## src/rtl/dg0045_pkg.sv

```systemverilog
// Shared constants and types for the DG0045 core and its peripherals.
package dg0045_pkg;

    localparam int unsigned KEY_ROWS      = 4;
    localparam int unsigned KEY_COLS      = 4;
    localparam int unsigned NUM_KEYS      = KEY_ROWS * KEY_COLS;
    localparam int unsigned MACHINE_CYCLE = 8;

    // Key index k = 4*col + row, so the packed code is simply k[3:0].
    typedef struct packed {
        logic [1:0] col;
        logic [1:0] row;
    } key_code_t;

endpackage

```

## src/rtl/dg0045_key_debounce.sv

```systemverilog
// Single-key debouncer: flips its stable state after DB_CNT consecutive differing samples
// once the top-level arbiter grants the commit.
module dg0045_key_debounce #(
    parameter int unsigned DB_CNT = 4
) (
    input  logic clk,
    input  logic rst,
    input  logic sample_en,
    input  logic sample,
    input  logic grant,
    output logic ready,
    output logic stable
);

    logic [2:0] cnt_q;
    logic [2:0] cnt_inc;
    logic       stable_q;
    logic       differs;

    always_comb begin
        differs = (sample != stable_q);
        cnt_inc = (cnt_q >= 3'(DB_CNT)) ? 3'(DB_CNT) : cnt_q + 3'd1;
        ready   = sample_en && differs && (cnt_inc == 3'(DB_CNT));
    end

    always_ff @(posedge clk or posedge rst) begin
        if (rst) begin
            cnt_q    <= 3'd0;
            stable_q <= 1'b0;
        end else if (sample_en) begin
            if (!differs) begin
                cnt_q <= 3'd0;
            end else if (grant) begin
                stable_q <= ~stable_q;
                cnt_q    <= 3'd0;
            end else begin
                // A losing ready key parks at DB_CNT and retries on the next visit.
                cnt_q <= cnt_inc;
            end
        end
    end

    assign stable = stable_q;

endmodule

```

## src/rtl/dg0045_key_scan.sv

```systemverilog
// 4x4 key-matrix scanner: drives columns, synchronises and debounces all keys, and
// presents the core-selected columns on KIN along with a key event strobe.
module dg0045_key_scan
    import dg0045_pkg::*;
#(
    parameter int unsigned SCAN_DIV = 64,
    parameter int unsigned DB_CNT   = 4
) (
    input  logic       clk,
    input  logic       rst,
    input  logic [3:0] row_n,
    output logic [3:0] col_n,
    input  logic [3:0] nL,
    output logic [3:0] KIN,
    output logic       key_evt,
    output logic [3:0] key_code,
    output logic       key_dn
);

    localparam int unsigned DW = $clog2(SCAN_DIV);

    logic [DW-1:0]       dcnt_q;
    logic [1:0]          col_q;
    logic [3:0]          sync1_q;
    logic [3:0]          sync2_q;
    logic [3:0]          rs;
    logic                scan_tick;
    logic [NUM_KEYS-1:0] ready;
    logic [NUM_KEYS-1:0] grant;
    logic [NUM_KEYS-1:0] stable;
    logic                evt_d;
    key_code_t           code_d;
    logic                dn_d;
    logic [3:0]          kin_d;
    logic [3:0]          kin_q;
    logic                evt_q;
    key_code_t           code_q;
    logic                dn_q;

    assign rs        = ~sync2_q;
    assign scan_tick = (dcnt_q == DW'(SCAN_DIV - 1));

    for (genvar c = 0; c < KEY_COLS; c++) begin : g_col
        for (genvar r = 0; r < KEY_ROWS; r++) begin : g_row
            dg0045_key_debounce #(
                .DB_CNT(DB_CNT)
            ) u_key (
                .clk      (clk),
                .rst      (rst),
                .sample_en(scan_tick && (col_q == 2'(c))),
                .sample   (rs[r]),
                .grant    (grant[c*KEY_ROWS + r]),
                .ready    (ready[c*KEY_ROWS + r]),
                .stable   (stable[c*KEY_ROWS + r])
            );
        end
    end

    // Only the active column can be ready, so the lowest ready index is the lowest row.
    always_comb begin
        grant  = '0;
        evt_d  = 1'b0;
        code_d = '0;
        dn_d   = 1'b0;
        for (int k = 0; k < NUM_KEYS; k++) begin
            if (ready[k] && !evt_d) begin
                grant[k] = 1'b1;
                evt_d    = 1'b1;
                code_d   = key_code_t'(4'(k));
                dn_d     = ~stable[k];
            end
        end
    end

    always_comb begin
        kin_d = '0;
        for (int c = 0; c < KEY_COLS; c++) begin
            for (int r = 0; r < KEY_ROWS; r++) begin
                kin_d[r] = kin_d[r] | (stable[c*KEY_ROWS + r] & ~nL[c]);
            end
        end
    end

    always_ff @(posedge clk or posedge rst) begin
        if (rst) begin
            dcnt_q  <= '0;
            col_q   <= 2'd0;
            sync1_q <= 4'd0;
            sync2_q <= 4'd0;
            kin_q   <= 4'd0;
            evt_q   <= 1'b0;
            code_q  <= '0;
            dn_q    <= 1'b0;
        end else begin
            sync1_q <= row_n;
            sync2_q <= sync1_q;
            if (scan_tick) begin
                dcnt_q <= '0;
                col_q  <= col_q + 2'd1;
            end else begin
                dcnt_q <= dcnt_q + 1'b1;
            end
            kin_q <= kin_d;
            evt_q <= evt_d;
            if (evt_d) begin
                code_q <= code_d;
                dn_q   <= dn_d;
            end
        end
    end

    assign col_n    = ~(4'b0001 << col_q);
    assign KIN      = kin_q;
    assign key_evt  = evt_q;
    assign key_code = code_q;
    assign key_dn   = dn_q;

endmodule

```

## config.mk

```make
export PLATFORM = sky130hd
export DESIGN_NAME = dg0045_key_scan
export DESIGN_NICKNAME = d
export VERILOG_FILES = /design/src/rtl/dg0045_pkg.sv /design/src/rtl/dg0045_key_debounce.sv /design/src/rtl/dg0045_key_scan.sv
export SDC_FILE = /design/constraint.sdc
export NUM_CORES = 1
export LEC_CHECK = 0
export CAP_MARGIN = 20
export CORE_MARGIN = 5
export CORE_UTILIZATION = 35
export CTS_CLUSTER_SIZE = 10
export DETAILED_ROUTE_END_ITERATION = 8
export PLACE_DENSITY = 0.59
export REMOVE_ABC_BUFFERS = 1
export SETUP_SLACK_MARGIN = 0.02
export SKIP_LAST_GASP = 1
export SYNTH_ARGS = -nofsm -noshare
export SYNTH_HDL_FRONTEND = slang
export SYNTH_SLANG_ARGS = --single-unit
```

## constraint.sdc

```tcl
create_clock -name clk -period 3.3 [get_ports clk]
set_input_delay 0.66 -clock clk [delete_from_list [all_inputs] [get_ports clk]]
set_output_delay 0.66 -clock clk [all_outputs]
set_load 0.02 [all_outputs]
```

==> impl_metrics.ini <==
[status]
status = complete, no violations

[yosys]
synth_seq_area_share = 0.4567
synth-edff-count = 0
avgSynthCellArea_um2 = 9.688
synthCells = 509
netlist_area_um2 = 4931
synthFlopType = dfrtp_1
ys_async_sr_fraction = 1.000
synth-seq-cells = 90
synth_cell_types = 56
yosys_warnings = 0

[cells_and_area]
fillers = 1338
mostFrequentLayoutCell = dfrtp_1
synthToLayoutAreaGrowth_pct = 14.11
nNetsFinal = 580
drive_gt1_frac = 0.05959
antenna_cells = 0
layout_common_cells = dfrtp_1, inv_1, o21ai_0
instances_no_fill = 717

[power_and_ir_drop]
total_power_mw = 2.096
leakagePower_nw = 2.509
p_comb_frac = 0.031
clock_power_share = 0.435
p_per_area_nw_per_um2 = 372.4
pwr-share-seq = 0.533
irDropWorstVdd_mv = 0.1836
p_int_mw = 1.637
power.share.switching = 0.2189
switching_power_uw = 458.7

[clocking]
post_cts_resized = 0
path_clk_slew_ns = 0.06
clk_latency_ns = 0.34
postCtsSetupBuffers = 0
cts_made_buffers = 9
postCtsHoldBufs = 0
clockBufferDepth = 2
h-tree-depth = 3
root_buffer = clkbuf_16
cts_tree = built
cts.sinks = 90

[detailed_routing]
wl_um = 10860
drc = 0
drt-wirelength-per-cell_um = 15.14
vias = 3671
first_pass_iters = 6
drtIter0Drc = 237
ant_nets = 0
viasPerCell = 5.120

[setup_path]
cp.arrival_ns = 3.19
end_kind = register
rr_startpoint = g_col[1].g_row[3].u_key.cnt_q[0]
cpPeakStageDelay_ns = 0.70
critPathSlowestCell = or4_1
critPathRequiredTime_ns = 3.53
crit_path_cell_trace = inv_1 -> ha_1 -> and3b_1 -> o21ai_0 -> nand4_2 -> a211o_1 -> or4_1 -> o21a_1
reg2reg_to = key_code[2]
path_max_fanout = 13
critPathTopFamily = simple AND/OR/NAND/NOR gates
path_buf_inv = 1
r2r_slack_ns = 0.35
critPathKind = reg -> reg
critPathLaunchType = register
r2r_cells = 8

[place]
gp_congestion = 0.8666
dp.cells = 702
port_buffers = 23
dp_hpwl_um = 7915

[grt]
grt_use_total = 0.1417
grt_pass1_vias = 3809
overflow = 0
antenna_found_initial = 0
grt_max_degree = 60
grt_pass1_wl_um = 18800

[timing]
fin_tns_setup_ns = 0
tightestPinTransition_ns = 0.7544
finalClockSkew_ns = 0.006361
max_slew_margin = 0.4900
period_share = 0.8952
slew_violations = 0
period_needed_ns = 2.954
rsz0062_at_grt = false
hold_violations = 0
fmax_mhz = 338.5
setup_viol = 0

[flow_run]
cap_violations = 0

[hold_path]
hold_path_class = reg -> reg
whs_path_depth = 0
min_from = sync1_q[1]
whs_endpoint = sync2_q[1]

[floorplan]
dieArea_um2 = 16560
die_x_um = 128.7
core-area_um2 = 13830
start_util = 0.3566
rows = 43
boundaryPins = 24
die_h_um = 128.7
[flip-flops by register name, indices dropped and copies added, names as in the netlist]
name	flops
KIN	4
sync2_q	4
g_col.g_row.u_key.cnt_q	48
key_code	4
sync1_q	4
dcnt_q	6
key_dn	1
key_evt	1
g_col.g_row.u_key.stable	16
col_q	2
[how the worst max path moves through the flow]
stage                                     start          end  slack, ns  depth (start not counted)
5_1_grt        g_col[1].g_row[3].u_key.cnt_q[0]  key_code[3]       0.20                          9
2_1_floorplan                               rst       KIN[0]       0.30                          1
3_5_place_dp   g_col[1].g_row[3].u_key.cnt_q[0]  key_code[1]       0.39                          8
4_1_cts        g_col[1].g_row[3].u_key.cnt_q[0]  key_code[2]       0.37                          8
6_report       g_col[1].g_row[3].u_key.cnt_q[0]  key_code[2]       0.35                          8
3_3_place_gp   g_col[1].g_row[1].u_key.cnt_q[0]  key_code[2]       0.46                          8
[metrics by stage]
step           area (um2)  hold slack [ns]  utilization  setup slack [ns]
2_1_floorplan        4858           0.3312            -            0.3047
3_3_place_gp         5373           0.3372       0.3886            0.4591
3_5_place_dp         5373           0.3379       0.3886            0.3870
4_1_cts              5627           0.3522       0.4069            0.3678
5_1_grt              5627           0.3549       0.4069            0.2009
6_report             5627           0.3493       0.4069            0.3460
[cell usage after synthesis, types with 3 or more instances]
| cell type | number | area (um2) |
|---|---|---|
| dfrtp_1 | 90 | 2252 |
| inv_1 | 54 | 202.7 |
| o21ai_0 | 43 | 215.2 |
| ha_1 | 37 | 462.9 |
| a21oi_1 | 36 | 180.2 |
| nor2_1 | 29 | 108.9 |
| nand3_1 | 26 | 130.1 |
| nand2_1 | 25 | 93.84 |
| xnor2_1 | 23 | 201.4 |
| and3b_1 | 14 | 122.6 |
| nor2b_1 | 11 | 68.82 |
| clkbuf_1 | 10 | 37.54 |
| o21ai_1 | 10 | 50.05 |
| xor2_1 | 10 | 87.58 |
| nor3_1 | 7 | 35.03 |
| or4_1 | 7 | 52.55 |
| or3_1 | 6 | 37.54 |
| a22oi_1 | 4 | 30.03 |
| a31oi_1 | 4 | 25.02 |
| buf_2 | 4 | 20.02 |
| o221ai_1 | 4 | 35.03 |
| o22ai_1 | 4 | 25.02 |
| nand3_2 | 3 | 30.03 |
| o21a_1 | 3 | 22.52 |
| o21ai_2 | 3 | 26.28 |
[cell type report]
cell class	count	area [um2]	area share
Multi-Input combinational cell	349	2404	0.4272
Clock inverter	3	17.52	0.003113
Timing Repair Buffer	29	287.8	0.05115
Clock buffer	12	236.5	0.04203
Tap cell	180	225.2	0.04003
Sequential cell	90	2252	0.4003
Inverter	54	203.9	0.03625
[per-layer routing]
metal	global-route usage	vias up	share of wire	wire length [um]
met3	0.02532	19	0.039	419
met1	0.1957	1783	0.48	5223
met4	0.06238	0	0.025	267
met5	0	-	0	0
li1	-	1797	-	-
met2	0.2180	72	0.46	4947
[cell families after synthesis]
logic type,share of synthesized area
adders and majority gates,0.09388
and+or+nand+nor,0.1627
AOI/OAI and AO/OA,0.1634
DFF,0.4567
muxes,0.008881
xor gates and xnor gates,0.05861
buffers and inverters,0.05582
[power groups by stage]
| stage | sequential [mW] | clock (mW) | combinational [mW] |
|---|---|---|---|
| global placement | 1.14 | 0 | 0.0671 |
| global route | 1.12 | 0.989 | 0.0757 |
| CTS | 1.12 | 0.944 | 0.0680 |
| floorplan | 1.13 | 0 | 0.0393 |
| detailed placement | 1.14 | 0 | 0.0675 |
| finish | 1.12 | 0.912 | 0.0657 |
Note: power is estimated with default switching activity, not from simulation.
==> variant, RTL diff (config.mk and constraints unchanged) <==
Put one more register stage on the output `key_evt`, cleared by the reset. The value now appears one clock later. The other outputs are not delayed to match.
--- a/src/rtl/dg0045_key_scan.sv
+++ b/src/rtl/dg0045_key_scan.sv
@@ -111,7 +111,13 @@
 
     assign col_n    = ~(4'b0001 << col_q);
     assign KIN      = kin_q;
-    assign key_evt  = evt_q;
+    always_ff @(posedge clk or posedge rst) begin
+        if (rst) begin
+            key_evt <= '0;
+        end else begin
+            key_evt <= evt_q;
+        end
+    end
     assign key_code = code_q;
     assign key_dn   = dn_q;
 
Check against the original RTL: same outputs for any inputs over 10 cycles, from zero or initial values and one cycle with rst high; that may be too few to reach the edited logic, so the function may still have changed.
==> variant against the original RTL <==
- area after synthesis increased by 5.4%
- first-iteration DRC count increased by 5.9%
- non-clock buffer count is the same
- sequential cell count rose by 1
- synthesized cell count grew 1.6%
- fmax grew 12%
- total power increased by 14%
- cell area up 6.1%
- wire length grew 7.7%
- setup slack gained 0.33 ns
- global-route usage is 0.51 points lower
- count of clock-buffer cells in the layout fell by 1
==> variant: results (changes against the original RTL) <==
| Metric | Value |
|---|---|
| Final wirelength | 11.7 mm (was 10.9 mm) |
| Hold path endpoint | sync2_q[3]$_DFF_PP0_ (was sync2_q[1]$_DFF_PP0_) |
| Max IR drop VDD | 0.232 mV (was 0.184 mV) |
| Reg2reg end | g_col[3].g_row[1].u_key.cnt_q[1]$_DFFE_PP0P_ (was key_code[2]$_DFFE_PP0P_) |
| First-pass GRT wire length | 19.5 mm (was 18.8 mm) |
| Post-synthesis cell type count | 62 (was 56) |
| CTS Buffer Depth | 2 (unchanged) |
| Layout cells sized above 1 | 0.0842 (was 0.0596) |
| Num CTS Buffers | 9 (unchanged) |
| Filler instances | 1,432 (was 1,338) |
| Gpl congestion | 0.875 (was 0.867) |
| DR vias | 3,937 (was 3,671) |
| FF-to-FF Start | dcnt_q[0]$_DFF_PP0_ (was g_col[1].g_row[3].u_key.cnt_q[0]$_DFFE_PP0P_) |
| Worst Skew | 0.00651 ns (was 0.00636 ns) |
| Largest net degree at the start of global routing | 43 (was 60) |
| Worst slew margin | 0.596 (was 0.490) |
| First-pass detailed-route iteration total | 4 (was 6) |
| GRT Util Overall | 0.137 (was 0.142) |
| Postcts setup bufs | 0 (unchanged) |
| Status | complete, no violations (unchanged) |
| Sequential element share of the synthesized area | 0.438 (was 0.457) |
| R2R depth | 6 (was 8) |
| H-tree depth reported by CTS | 3 (unchanged) |
| Ranking of synthesized cells by area | dfrtp_1, ha_1, inv_1, xnor2_1, a21oi_1 (was dfrtp_1, ha_1, o21ai_0, inv_1, xnor2_1) |
| Syn Inst Count | 517 (was 509) |
| Antenna violations before repair | 0 (unchanged) |
| Dpl cells | 714 (was 702) |
| Dpl hpwl | 8.52 mm (was 7.92 mm) |
| Initial drt markers | 251 (was 237) |
| Clock-pin slew on the worst setup and hold paths | 0.06 ns (about the same) |
| Top FF cell, synth | dfrtp_1 (unchanged) |
| Hold crit path type | reg2reg (unchanged) |
| Root Buffer | clkbuf_16 (unchanged) |
| Hold_sp | sync1_q[3]$_DFF_PP0_ (was sync1_q[1]$_DFF_PP0_) |
| Worst Hold Depth | 0 (unchanged) |
| Crit-path max FO | 15 (was 13) |
| Layout Cells excl Fill | 730 (was 717) |
| CP arrival | 2.87 ns (was 3.19 ns) |
| Setup slack, reg-to-reg | 0.67 ns (was 0.35 ns) |
| Biggest register | g_col.g_row.u_key.cnt_q (unchanged) |
| P_leak | 0.00258 uW (was 0.00251 uW) |
| Final nets | 588 (was 580) |
| Post-synth top cells | dfrtp_1, inv_1, a21oi_1 (was dfrtp_1, inv_1, o21ai_0) |
| Max reg flops | 48 (unchanged) |
-- variant: cell types whose count changed in the layout (fill, tap and decap cells not counted), moves of 6 or more --
cell and change:
nand4_1 +8, or4_1 -7, nand4b_1 +6, nand2_1 -7, nand3_1 -9, nor2b_1 -9
-- variant: final cells by class --
cell class	count	area, um2	share of cell area
tap	184	230	0.0386
multi-input combinational	352	2610	0.438
clock inverter	5	100	0.0168
timing repair buffer	29	288	0.0482
inverter	58	219	0.0367
sequential	91	2280	0.381
clock buffer	11	243	0.0407
-- variant: critical path, stage by stage, from the launching register on --
cell and delay (ns):
dfrtp_1 0.41, ha_1 0.44, nand3_1 0.54, a41o_1 0.46, nand3_1 0.25, o21ai_1 0.16
o31ai_1 0.27
-- variant: routing by layer --
metal	GRT usage	vias to the layer above	wire length, um
met3	0.0290	15	566
met5	0	-	0
li1	-	1876	-
met4	0.0543	0	180
met2	0.213	76	5410
met1	0.186	1970	5540
-- variant: worst max-delay path by stage --
stage / from / end / slack, ns / cells past startpoint
global route: dcnt_q[0]$_DFF_PP0_ / key_code[1]$_DFFE_PP0P_ / 0.44 / 6
finish: dcnt_q[0]$_DFF_PP0_ / g_col[3].g_row[1].u_key.cnt_q[1]$_DFFE_PP0P_ / 0.67 / 6
floorplan: rst / KIN[0]$_DFF_PP0_ / 0.28 / 1
CTS: dcnt_q[0]$_DFF_PP0_ / g_col[3].g_row[1].u_key.cnt_q[1]$_DFFE_PP0P_ / 0.63 / 6
detailed placement: dcnt_q[0]$_DFF_PP0_ / g_col[3].g_row[1].u_key.cnt_q[1]$_DFFE_PP0P_ / 0.65 / 6
global placement: g_col[1].g_row[0].u_key.cnt_q[0]$_DFFE_PP0P_ / key_code[1]$_DFFE_PP0P_ / 0.85 / 9
-- variant: cell families (layout without fill, tap and decap cells) --
logic type      Yosys count  after routing  synth area share
simple gates            125            125             0.148
mux                      11             11            0.0229
compound gates          148            148             0.190
buf+inv                  74            103            0.0585
xor+xnor                 31             31            0.0537
flops                    91             91             0.438
fa+ha+maj                37             37            0.0891
-- variant: through the flow --
stage               hold WS [ns]  instance area (um2)  total power (uW)   util  setup WS [ns]
global placement           0.333                 5630              1220  0.387          0.845
finish                     0.346                 5970              2380  0.411          0.672
CTS                        0.350                 5970              2410  0.411          0.627
detailed placement         0.336                 5630              1220  0.387          0.648
floorplan                  0.331                 5110              1190      -          0.276
global route               0.362                 5970              2460  0.411          0.445
-- variant: report_power, final --
part	internal [uW]	switching [uW]
registers	1120	10.7
clock network	758	428
logic	24.4	40.1
